**src/rtl/mini_arith_sequencer.sv**
```systemverilog
// Clocked valid/ready front-end for the mini arithmetic core (A-1, A+B, A-B, -B).
// Drives the core pins, samples G/carry after a settle delay and checks them.
module mini_arith_sequencer #(
  parameter int unsigned W      = 3,
  parameter int unsigned SETTLE = 2,
  parameter int unsigned CNT_W  = 8
) (
  input  logic             clk,
  input  logic             rst,
  input  logic             cmd_valid,
  output logic             cmd_ready,
  input  logic [1:0]       cmd_op,
  input  logic [W-1:0]     cmd_a,
  input  logic [W-1:0]     cmd_b,
  output logic             core_s1,
  output logic             core_s0,
  output logic [W-1:0]     core_a,
  output logic [W-1:0]     core_b,
  input  logic [W-1:0]     core_g,
  input  logic             core_carry,
  output logic             rsp_valid,
  input  logic             rsp_ready,
  output logic [W-1:0]     rsp_g,
  output logic             rsp_carry,
  output logic             rsp_ovf,
  output logic             rsp_mismatch,
  output logic [CNT_W-1:0] err_count,
  output logic             busy
);

  localparam int unsigned CntW = (SETTLE > 1) ? $clog2(SETTLE) : 1;
  localparam logic [W-1:0] MinNeg = {1'b1, {(W-1){1'b0}}};

  typedef enum logic [1:0] {StIdle, StDrive, StResp} state_e;

  state_e           state_q, state_d;
  logic [CntW-1:0]  cnt_q, cnt_d;
  logic [1:0]       op_q, op_d;
  logic [W-1:0]     a_q, a_d;
  logic [W-1:0]     b_q, b_d;
  logic             rsp_valid_q, rsp_valid_d;
  logic [W-1:0]     rsp_g_q, rsp_g_d;
  logic             rsp_carry_q, rsp_carry_d;
  logic             rsp_ovf_q, rsp_ovf_d;
  logic             rsp_mm_q, rsp_mm_d;
  logic [CNT_W-1:0] err_q, err_d;

  // Expected result as a single W+1 bit add: x + y + cin, carry in bit W.
  logic [W-1:0] add_x, add_y;
  logic         add_cin;
  logic [W:0]   exp_sum;
  logic         exp_ovf;
  logic         exp_mm;

  always_comb begin
    add_x   = a_q;
    add_y   = b_q;
    add_cin = 1'b0;
    unique case (op_q)
      2'b00: begin
        add_x   = a_q;
        add_y   = '1;
        add_cin = 1'b0;
      end
      2'b01: begin
        add_x   = a_q;
        add_y   = b_q;
        add_cin = 1'b0;
      end
      2'b10: begin
        add_x   = a_q;
        add_y   = ~b_q;
        add_cin = 1'b1;
      end
      2'b11: begin
        add_x   = '0;
        add_y   = ~b_q;
        add_cin = 1'b1;
      end
      default: ;
    endcase
    exp_sum = {1'b0, add_x} + {1'b0, add_y} + {{W{1'b0}}, add_cin};
  end

  always_comb begin
    exp_ovf = 1'b0;
    unique case (op_q)
      2'b00: exp_ovf = (a_q == MinNeg);
      2'b01: exp_ovf = (a_q[W-1] == b_q[W-1]) && (exp_sum[W-1] != a_q[W-1]);
      2'b10: exp_ovf = (a_q[W-1] != b_q[W-1]) && (exp_sum[W-1] != a_q[W-1]);
      2'b11: exp_ovf = (b_q == MinNeg);
      default: ;
    endcase
    exp_mm = {core_g, core_carry} != {exp_sum[W-1:0], exp_sum[W]};
  end

  always_comb begin
    state_d     = state_q;
    cnt_d       = cnt_q;
    op_d        = op_q;
    a_d         = a_q;
    b_d         = b_q;
    rsp_valid_d = rsp_valid_q;
    rsp_g_d     = rsp_g_q;
    rsp_carry_d = rsp_carry_q;
    rsp_ovf_d   = rsp_ovf_q;
    rsp_mm_d    = rsp_mm_q;
    err_d       = err_q;
    unique case (state_q)
      StIdle: begin
        if (cmd_valid) begin
          op_d    = cmd_op;
          a_d     = cmd_a;
          b_d     = cmd_b;
          cnt_d   = CntW'(SETTLE - 1);
          state_d = StDrive;
        end
      end
      StDrive: begin
        if (cnt_q != '0) begin
          cnt_d = cnt_q - CntW'(1);
        end else begin
          rsp_g_d     = core_g;
          rsp_carry_d = core_carry;
          rsp_ovf_d   = exp_ovf;
          rsp_mm_d    = exp_mm;
          rsp_valid_d = 1'b1;
          if (exp_mm && (err_q != '1)) begin
            err_d = err_q + CNT_W'(1);
          end
          state_d = StResp;
        end
      end
      StResp: begin
        if (rsp_ready) begin
          rsp_valid_d = 1'b0;
          state_d     = StIdle;
        end
      end
      default: state_d = StIdle;
    endcase
  end

  always_ff @(posedge clk) begin
    if (rst) begin
      state_q     <= StIdle;
      cnt_q       <= '0;
      op_q        <= '0;
      a_q         <= '0;
      b_q         <= '0;
      rsp_valid_q <= 1'b0;
      rsp_g_q     <= '0;
      rsp_carry_q <= 1'b0;
      rsp_ovf_q   <= 1'b0;
      rsp_mm_q    <= 1'b0;
      err_q       <= '0;
    end else begin
      state_q     <= state_d;
      cnt_q       <= cnt_d;
      op_q        <= op_d;
      a_q         <= a_d;
      b_q         <= b_d;
      rsp_valid_q <= rsp_valid_d;
      rsp_g_q     <= rsp_g_d;
      rsp_carry_q <= rsp_carry_d;
      rsp_ovf_q   <= rsp_ovf_d;
      rsp_mm_q    <= rsp_mm_d;
      err_q       <= err_d;
    end
  end

  assign cmd_ready    = (state_q == StIdle);
  assign busy         = (state_q != StIdle);
  assign core_s1      = op_q[1];
  assign core_s0      = op_q[0];
  assign core_a       = a_q;
  assign core_b       = b_q;
  assign rsp_valid    = rsp_valid_q;
  assign rsp_g        = rsp_g_q;
  assign rsp_carry    = rsp_carry_q;
  assign rsp_ovf      = rsp_ovf_q;
  assign rsp_mismatch = rsp_mm_q;
  assign err_count    = err_q;

  // A stalled response must not move, and the core sees steady pins while busy.
  rsp_stable_a: assert property (@(posedge clk) disable iff (rst)
    rsp_valid && !rsp_ready |=> rsp_valid &&
      $stable({rsp_g, rsp_carry, rsp_ovf, rsp_mismatch}));

  pins_held_a: assert property (@(posedge clk) disable iff (rst)
    !cmd_ready |=> $stable({core_s1, core_s0, core_a, core_b}));

endmodule

```
**config.mk**
```make
export PLATFORM = sky130hd
export DESIGN_NAME = mini_arith_sequencer
export DESIGN_NICKNAME = d
export VERILOG_FILES = /design/src/rtl/mini_arith_sequencer.sv
export SDC_FILE = /design/constraint.sdc
export NUM_CORES = 1
export LEC_CHECK = 0
export BUFFER_PORTS_ARGS = -buffer_cell sky130_fd_sc_hd__buf_4
export CORE_MARGIN = 2
export CORE_UTILIZATION = 50
export DETAILED_ROUTE_END_ITERATION = 10
export GPL_ROUTABILITY_DRIVEN = 0
export PLACE_DENSITY = 0.77
export SLEW_MARGIN = 20
export SYNTH_ARGS = -nofsm -noshare
export SYNTH_HDL_FRONTEND = slang
export SYNTH_SLANG_ARGS = --single-unit
```
**constraint.sdc**
```tcl
create_clock -name clk -period 6.28 [get_ports clk]
set_input_delay 0.314 -clock clk [delete_from_list [all_inputs] [get_ports clk]]
set_output_delay 0.314 -clock clk [all_outputs]
set_load 0.005 [all_outputs]
```
* After elaboration in Yosys (flattened, before gate mapping)
Index checks and enable logic that the tools add are counted.
Widths: inputs -> output; s select.
** Word-level totals
- Flip-flop bits (word level) :: 26
- Bits of input ports :: 16
- Logic and storage cells :: 63
** Cells by class
- Add/subtract/negate cells :: 4
- Equal/unequal tests :: 15
- Multiplexer cells :: 14
- Bitwise operators :: 2
- Reductions and logical operators :: 17
** Operators by type and width (count)
- $pmux 3 s3 :: 1
- $reduce_and 3->1 :: 3
- $add 8x1->8 const B :: 1
- $ne 8x8->1 const B :: 1
- $eq 2x2->1 const B :: 3
- $eq 3x3->1 const B :: 2
- $mux 2 :: 3
- $ne 2x2->1 const B :: 3
- $pmux 1 s2 :: 3
- $pmux 2 s3 :: 1
- $pmux 3 s2 :: 1
- $reduce_and 2->1 :: 3
- $reduce_bool 2->1 :: 3
- $add 3x3->4 :: 1
- $add 4x1->4 :: 1
- $eq 2x1->1 const B :: 2
- $logic_not 2->1 :: 2
- $mux 1 :: 4
- $ne 4x4->1 :: 1
- $pmux 1 s4 :: 1
- $reduce_or 2->1 :: 2
- $logic_and 1x1->1 :: 3
- $not 3->3 :: 1
- $reduce_or 3->1 :: 1
- other kinds (4) :: 5

* Depth between registers and ports, before layout
- Depth after elaboration :: 8
- Mapped depth :: 13

* Worst setup path before layout
No wires, ideal clock.
- Path kind :: register to register
- From :: reg op_q[0]
- To :: reg err_q[4], in the netlist err_count[4]
- Setup time :: 0.121 ns
- Arrival time :: 3.237 ns
- Setup slack :: 2.922 ns
- Cell stages (with the launch flop) :: 14
- Buffers on the path :: 1
- Clock period less this slack :: 3.358 ns
- Path through :: dfxtp_1 > inv_1 > ha_1 > or2_2 > nor2_1 > o21bai_1 > fa_1 > fa_1 > xnor2_1 > xor2_1 > o2111a_1 > buf_2 > nor4b_1 > mux2_2
** Between the ends
- Cells in the longest elaborated chain, start to end :: 8
** Ends and longest elaborated chain
- from (decl) :: RTL line 38 : logic [1:0] op_q, op_d;
- from (signal assigned) :: RTL line 160 : op_q <= op_d;
- $eq 2x2->1, or another cell as far along :: RTL line 59 : unique case (op_q)
- $reduce_or 3->1 (no line) / $reduce_or 2->1 (equally long branches)
- $pmux 3 s2 / $pmux 3 s3 (equally long branches) :: RTL line 59
- $add 3x3->4 :: RTL line 82 : exp_sum = {1'b0, add_x} + {1'b0, add_y} + {{W{1'b0}}, add_cin};
- $add 4x1->4 * :: RTL line 82
- $ne 4x4->1 * :: RTL line 94 : exp_mm = {core_g, core_carry} != {exp_sum[W-1:0], exp_sum[W]};
- $logic_and 1x1->1 * :: RTL line 128 : if (exp_mm && (err_q != '1)) begin
- $reduce_and 3->1 (no line) *
- to (signal assigned) :: RTL line 168 : err_q <= err_d;
- to (decl) :: RTL line 46 : logic [CNT_W-1:0] err_q, err_d;
Mark *: on every way between the ends. The rest lies on a longest branch, timed or not.
A chain may end at the register's enable or synchronous reset.

* Worst setup path in the final report
- From :: reg op_q[0]
- To :: reg err_q[6], in the netlist err_count[6]
The elaborated chain is that of the path after synthesis.

==> results by stage <==
Outcome:
- The run finished with clean final reports.

Yosys:
- The combinational family with the most area after synthesis is simple AND/OR/NAND/NOR gates.
- In the synthesized netlist, mux cells make up 8.92% of the area.
- The area share of the leading cell type in the synthesized netlist is 36.7%.
- For this run, the register share of the synthesized area comes to 36.7%.
- The number of synthesized flops with an enable pin is 0.
- The most repeated cell in the gate-level netlist after synthesis is sky130_fd_sc_hd__dfxtp_1.
- The compound-cell area share of the yosys netlist is 12.6%.
- In the post-synthesis netlist, the biggest area contributors are sky130_fd_sc_hd__dfxtp_1 (37%), sky130_fd_sc_hd__ha_1 (6.2%), sky130_fd_sc_hd__a21oi_1 (5.3%), sky130_fd_sc_hd__nor2_1 (5.3%), sky130_fd_sc_hd__nor2b_1 (5.3%).
- The most common flop cell mapped by yosys is sky130_fd_sc_hd__dfxtp_1.
- The number of different library cells in the post-synthesis netlist is 36.
- The post-synthesis instance total is 165.
- sky130_fd_sc_hd__dfxtp_1 takes more of the synthesized area than any other cell.
- The number of storage elements in the synthesis netlist is 26.
- The post-synthesis average cell area is 8.58 sq um.
- The summed instance area of the synthesized netlist is 1420 sq um.
- The simple-gate area share of the yosys netlist is 25.5%.
- The synthesized netlist devotes 9.01% of its cell area to adder and majority cells.
- The count of synthesis-stage warnings from yosys is 0.
- Counting every net in the synthesized netlist gives 190.
- The synthesized netlist devotes 3.09% of its cell area to XOR and XNOR gates.
- The commonest cells after synthesis are sky130_fd_sc_hd__dfxtp_1 (26), sky130_fd_sc_hd__nor2_1 (20), sky130_fd_sc_hd__nand2_1 (19).
- The share of flip-flops with an asynchronous set or reset after synthesis is 0%.

Clock network:
- The number of gates resized after CTS is 0.
- The depth of the CTS H-tree is 1.
- The count of clock tree sinks is 26.
- The clock buffer count from CTS is 3.
- Counting along the longest clock path gives a buffer depth of 2.
- For the worst-skew pair, the clock arrives at the later sink with an insertion delay of 310 ps.
- The CTS tree is done.
- The post-CTS repair timing setup buffer count is 0.
- The tree is rooted in a sky130_fd_sc_hd__clkbuf_4.
- After clock tree synthesis, the clock-pin slew on the worst setup and hold paths is 130 ps.
- The number of hold buffers added after cts is 0.

Drt:
- After detailed routing, the average wire length per cell comes to 13.1 microns.
- The routed wire length is 3.06 mm.
- In the routed design, unresolved DRC markers number 0.
- The routed via count is 1,243.
- The first routing iteration left 26 violations.
- Once detail routing completed, the nets flagged for antenna violations numbered 0.
- After detailed routing, the number of vias per cell comes to 5.33.
- Before antenna repair, the detailed router went through 4 iterations.

Setup path:
- The count of buffering cells on the critical path with inverters included is 1.
- Walking the worst path, the cells encountered are inv_1 > ha_1 > or2_2 > nor2_1 > o21bai_1 > fa_1 > fa_1 > xnor2_1 > xor2_1 > o2111a_1 > nor4_1 > mux2_2.
- The worst endpoint required time is 6500 ps.
- In this run the worst path has a maximum fanout of 10.
- For this run, the slowest stage of the critical path takes 450 ps.
- The cell type group with the largest total delay on the critical path is adder cells.
- The most common cell type on the critical path is sky130_fd_sc_hd__fa_1.
- Data on the critical path arrives at its endpoint at 3850 ps.
- STA classifies the critical path endpoint as a flip-flop.
- The depth of the worst register-to-register path is 12.
- The critical path in this run is classified as flip-flop to flip-flop.
- The total stage count of the critical path is 12.
- The critical-path cell with the highest stage delay is sky130_fd_sc_hd__fa_1.
- The critical path startpoint category is a flip-flop.

STA:
- Timing would allow up to 0.276 GHz.
- After layout, the worst path uses 57.8% of the clock period.
- The post-route setup TNS is 0 ps.
- The worst pin sits at a relative slew slack of 41.9%.
- Setup violations remaining at the end of the flow were counted as 0.
- The clock skew is 4.63 ps.
- At the pin with the least slew margin, the transition time is 868 ps.
- The number of hold-slack violations in the final timing report was 0.
- The worst path meets setup with 2650 ps of slack.
- The worst path needs 3630 ps of the cycle, external delays included.
- The tightest hold margin is 237 ps.
- Setup repair after global routing left no endpoint under its margin.
- The number of max-slew violations in the final report is 0.

Global route:
- The number of global-route vias before repair is 1,190.
- The initial antenna violation count came to 0.
- The wire length of the first global-routing pass is 5.26 mm.
- Global routing finished with a remaining overflow of 0.
- The aggregate global-route resource usage is 20.1%.
- Entering global routing, the biggest net connects 33 pins.

Floorplanning:
- The core area is 2730 sq um.
- The total number of placement rows is 19.
- The die covers 3270 sq um.
- The initial core utilization is 51.8%.
- In this run the count of I/O pins placed on the die edge is 41.
- The height of the die is 57.2 microns.
- The die is 57.2 microns wide.

Min path:
- The cell depth of the worst hold path is 3.
- In this run the worst hold path is classified as input pin to flip-flop.

Final layout:
- The repair_antennas step left the layout with diodes totalling 0.
- In the final design database the tool counted 229 nets.
- The area overhead of the layout relative to synthesis is 23.3%.
- The layout has 251 filler cells.
- The layout cell share with drive strength beyond 1 is 25.7%.

Placement:
- Input and output buffers added on the ports amount to 40.
- Before CTS, the worst setup slack after placement is 2660 ps.
- The half-perimeter wire length of the detailed placement result is 2.41 mm.

Job:
- Across the run, the number of max-cap violations was 0.

Pwr:
- The static leakage is 0.765 nW.
- The maximum vdd ir drop is 0.169 mV.
- The power per cell area is 197 nW/um^2.
state kept, by name (all words and copies together), names as in the netlist:
name / count
err_count: 8
core_a: 3
core_b: 3
rsp_g: 3
op_q: 2
state_q: 2
cnt_q: 1
rsp_carry: 1
rsp_mismatch: 1
rsp_ovf: 1
rsp_valid: 1
stage by stage:
| step | util, % | power, W | instance area (sq um) | instances |
|---|---|---|---|---|
| CTS | 63.9 | 0.000346 | 1750 | 233 |
| detailed placement | 63.1 | 0.000279 | 1720 | 230 |
| finish | 63.9 | 0.000343 | 1750 | 233 |
| global route | 63.9 | 0.000366 | 1750 | 233 |
| global placement | 63.1 | 0.000275 | 1720 | 230 |
| floorplan | - | 0.000245 | 1420 | 165 |
final cells by class:
cell class,count,area [sq um],area share (%)
Clock buffer,3,22.5,1.29
Multi-Input combinational cell,126,838,48.0
Tap cell,31,38.8,2.22
Timing Repair Buffer,40,300,17.2
Inverter,7,26.3,1.50
Sequential cell,26,520,29.8
routing by layer:
| layer | wire, microns | GRT usage [%] | up-vias |
|---|---|---|---|
| li1 | - | - | 639 |
| met1 | 1360 | 25.1 | 571 |
| met2 | 1530 | 36.5 | 31 |
| met3 | 149 | 4.08 | 2 |
| met4 | 19 | 2.99 | 0 |
| met5 | 0 | 0 | - |
cell usage in the layout, fill, tap and decap left out:
cell type	count
sky130_fd_sc_hd__nor4b_1	1
sky130_fd_sc_hd__or4_1	2
sky130_fd_sc_hd__nor3_1	2
sky130_fd_sc_hd__or2_2	1
sky130_fd_sc_hd__or3_1	1
sky130_fd_sc_hd__ha_1	7
sky130_fd_sc_hd__o31ai_1	2
sky130_fd_sc_hd__a31oi_1	1
sky130_fd_sc_hd__nor2_1	20
sky130_fd_sc_hd__buf_4	40
sky130_fd_sc_hd__and2_1	1
sky130_fd_sc_hd__nor2b_1	12
sky130_fd_sc_hd__mux2_2	5
sky130_fd_sc_hd__dfxtp_1	26
sky130_fd_sc_hd__and3_1	1
sky130_fd_sc_hd__nand2_1	19
sky130_fd_sc_hd__nand2b_1	2
sky130_fd_sc_hd__inv_1	7
sky130_fd_sc_hd__o21ai_4	1
sky130_fd_sc_hd__xnor2_1	3
sky130_fd_sc_hd__xor2_1	2
sky130_fd_sc_hd__a21oi_1	15
sky130_fd_sc_hd__nand3_1	5
sky130_fd_sc_hd__nor4_1	1
sky130_fd_sc_hd__o21bai_1	3
sky130_fd_sc_hd__nor4bb_1	1
sky130_fd_sc_hd__o2111a_1	1
sky130_fd_sc_hd__fa_1	2
sky130_fd_sc_hd__clkbuf_4	3
sky130_fd_sc_hd__a211oi_1	3
sky130_fd_sc_hd__nand4_1	1
sky130_fd_sc_hd__nor3b_2	1
sky130_fd_sc_hd__o21ai_0	2
sky130_fd_sc_hd__or2_4	1
sky130_fd_sc_hd__mux2i_1	7
worst reg2reg max path, stage by stage, from the launching register on:
cell,delay [ps]
sky130_fd_sc_hd__dfxtp_1,430
sky130_fd_sc_hd__inv_1,90
sky130_fd_sc_hd__ha_1,220
sky130_fd_sc_hd__or2_2,330
sky130_fd_sc_hd__nor2_1,110
sky130_fd_sc_hd__o21bai_1,90
sky130_fd_sc_hd__fa_1,450
sky130_fd_sc_hd__fa_1,420
sky130_fd_sc_hd__xnor2_1,260
sky130_fd_sc_hd__xor2_1,110
sky130_fd_sc_hd__o2111a_1,260
sky130_fd_sc_hd__nor4_1,390
sky130_fd_sc_hd__mux2_2,370
kinds of logic after synthesis:
logic type	Yosys count
mux	12
compound gates	28
fa+ha+maj	9
buf+inv	13
xor+xnor	5
simple gates	72
flops	26
power breakdown:
part / internal [W] / switching (W)
Clock: 0.0000224 / 0.0000462
Combinational: 0.0000459 / 0.0000445
Sequential: 0.000174 / 0.0000102
final timing paths:
path / startpoint / end / slack, ps
max: op_q[0]$_SDFFE_PP0P_ / err_count[6]$_SDFFE_PP0P_ / 2650
min: cmd_b[1] / core_b[1]$_SDFFE_PP0P_ / 240
max reg2reg: op_q[0]$_SDFFE_PP0P_ / err_count[6]$_SDFFE_PP0P_ / 2650
min reg2reg: core_a[1]$_SDFFE_PP0P_ / core_a[1]$_SDFFE_PP0P_ / 510
No activity file was read; power rests on OpenSTA's default activity.
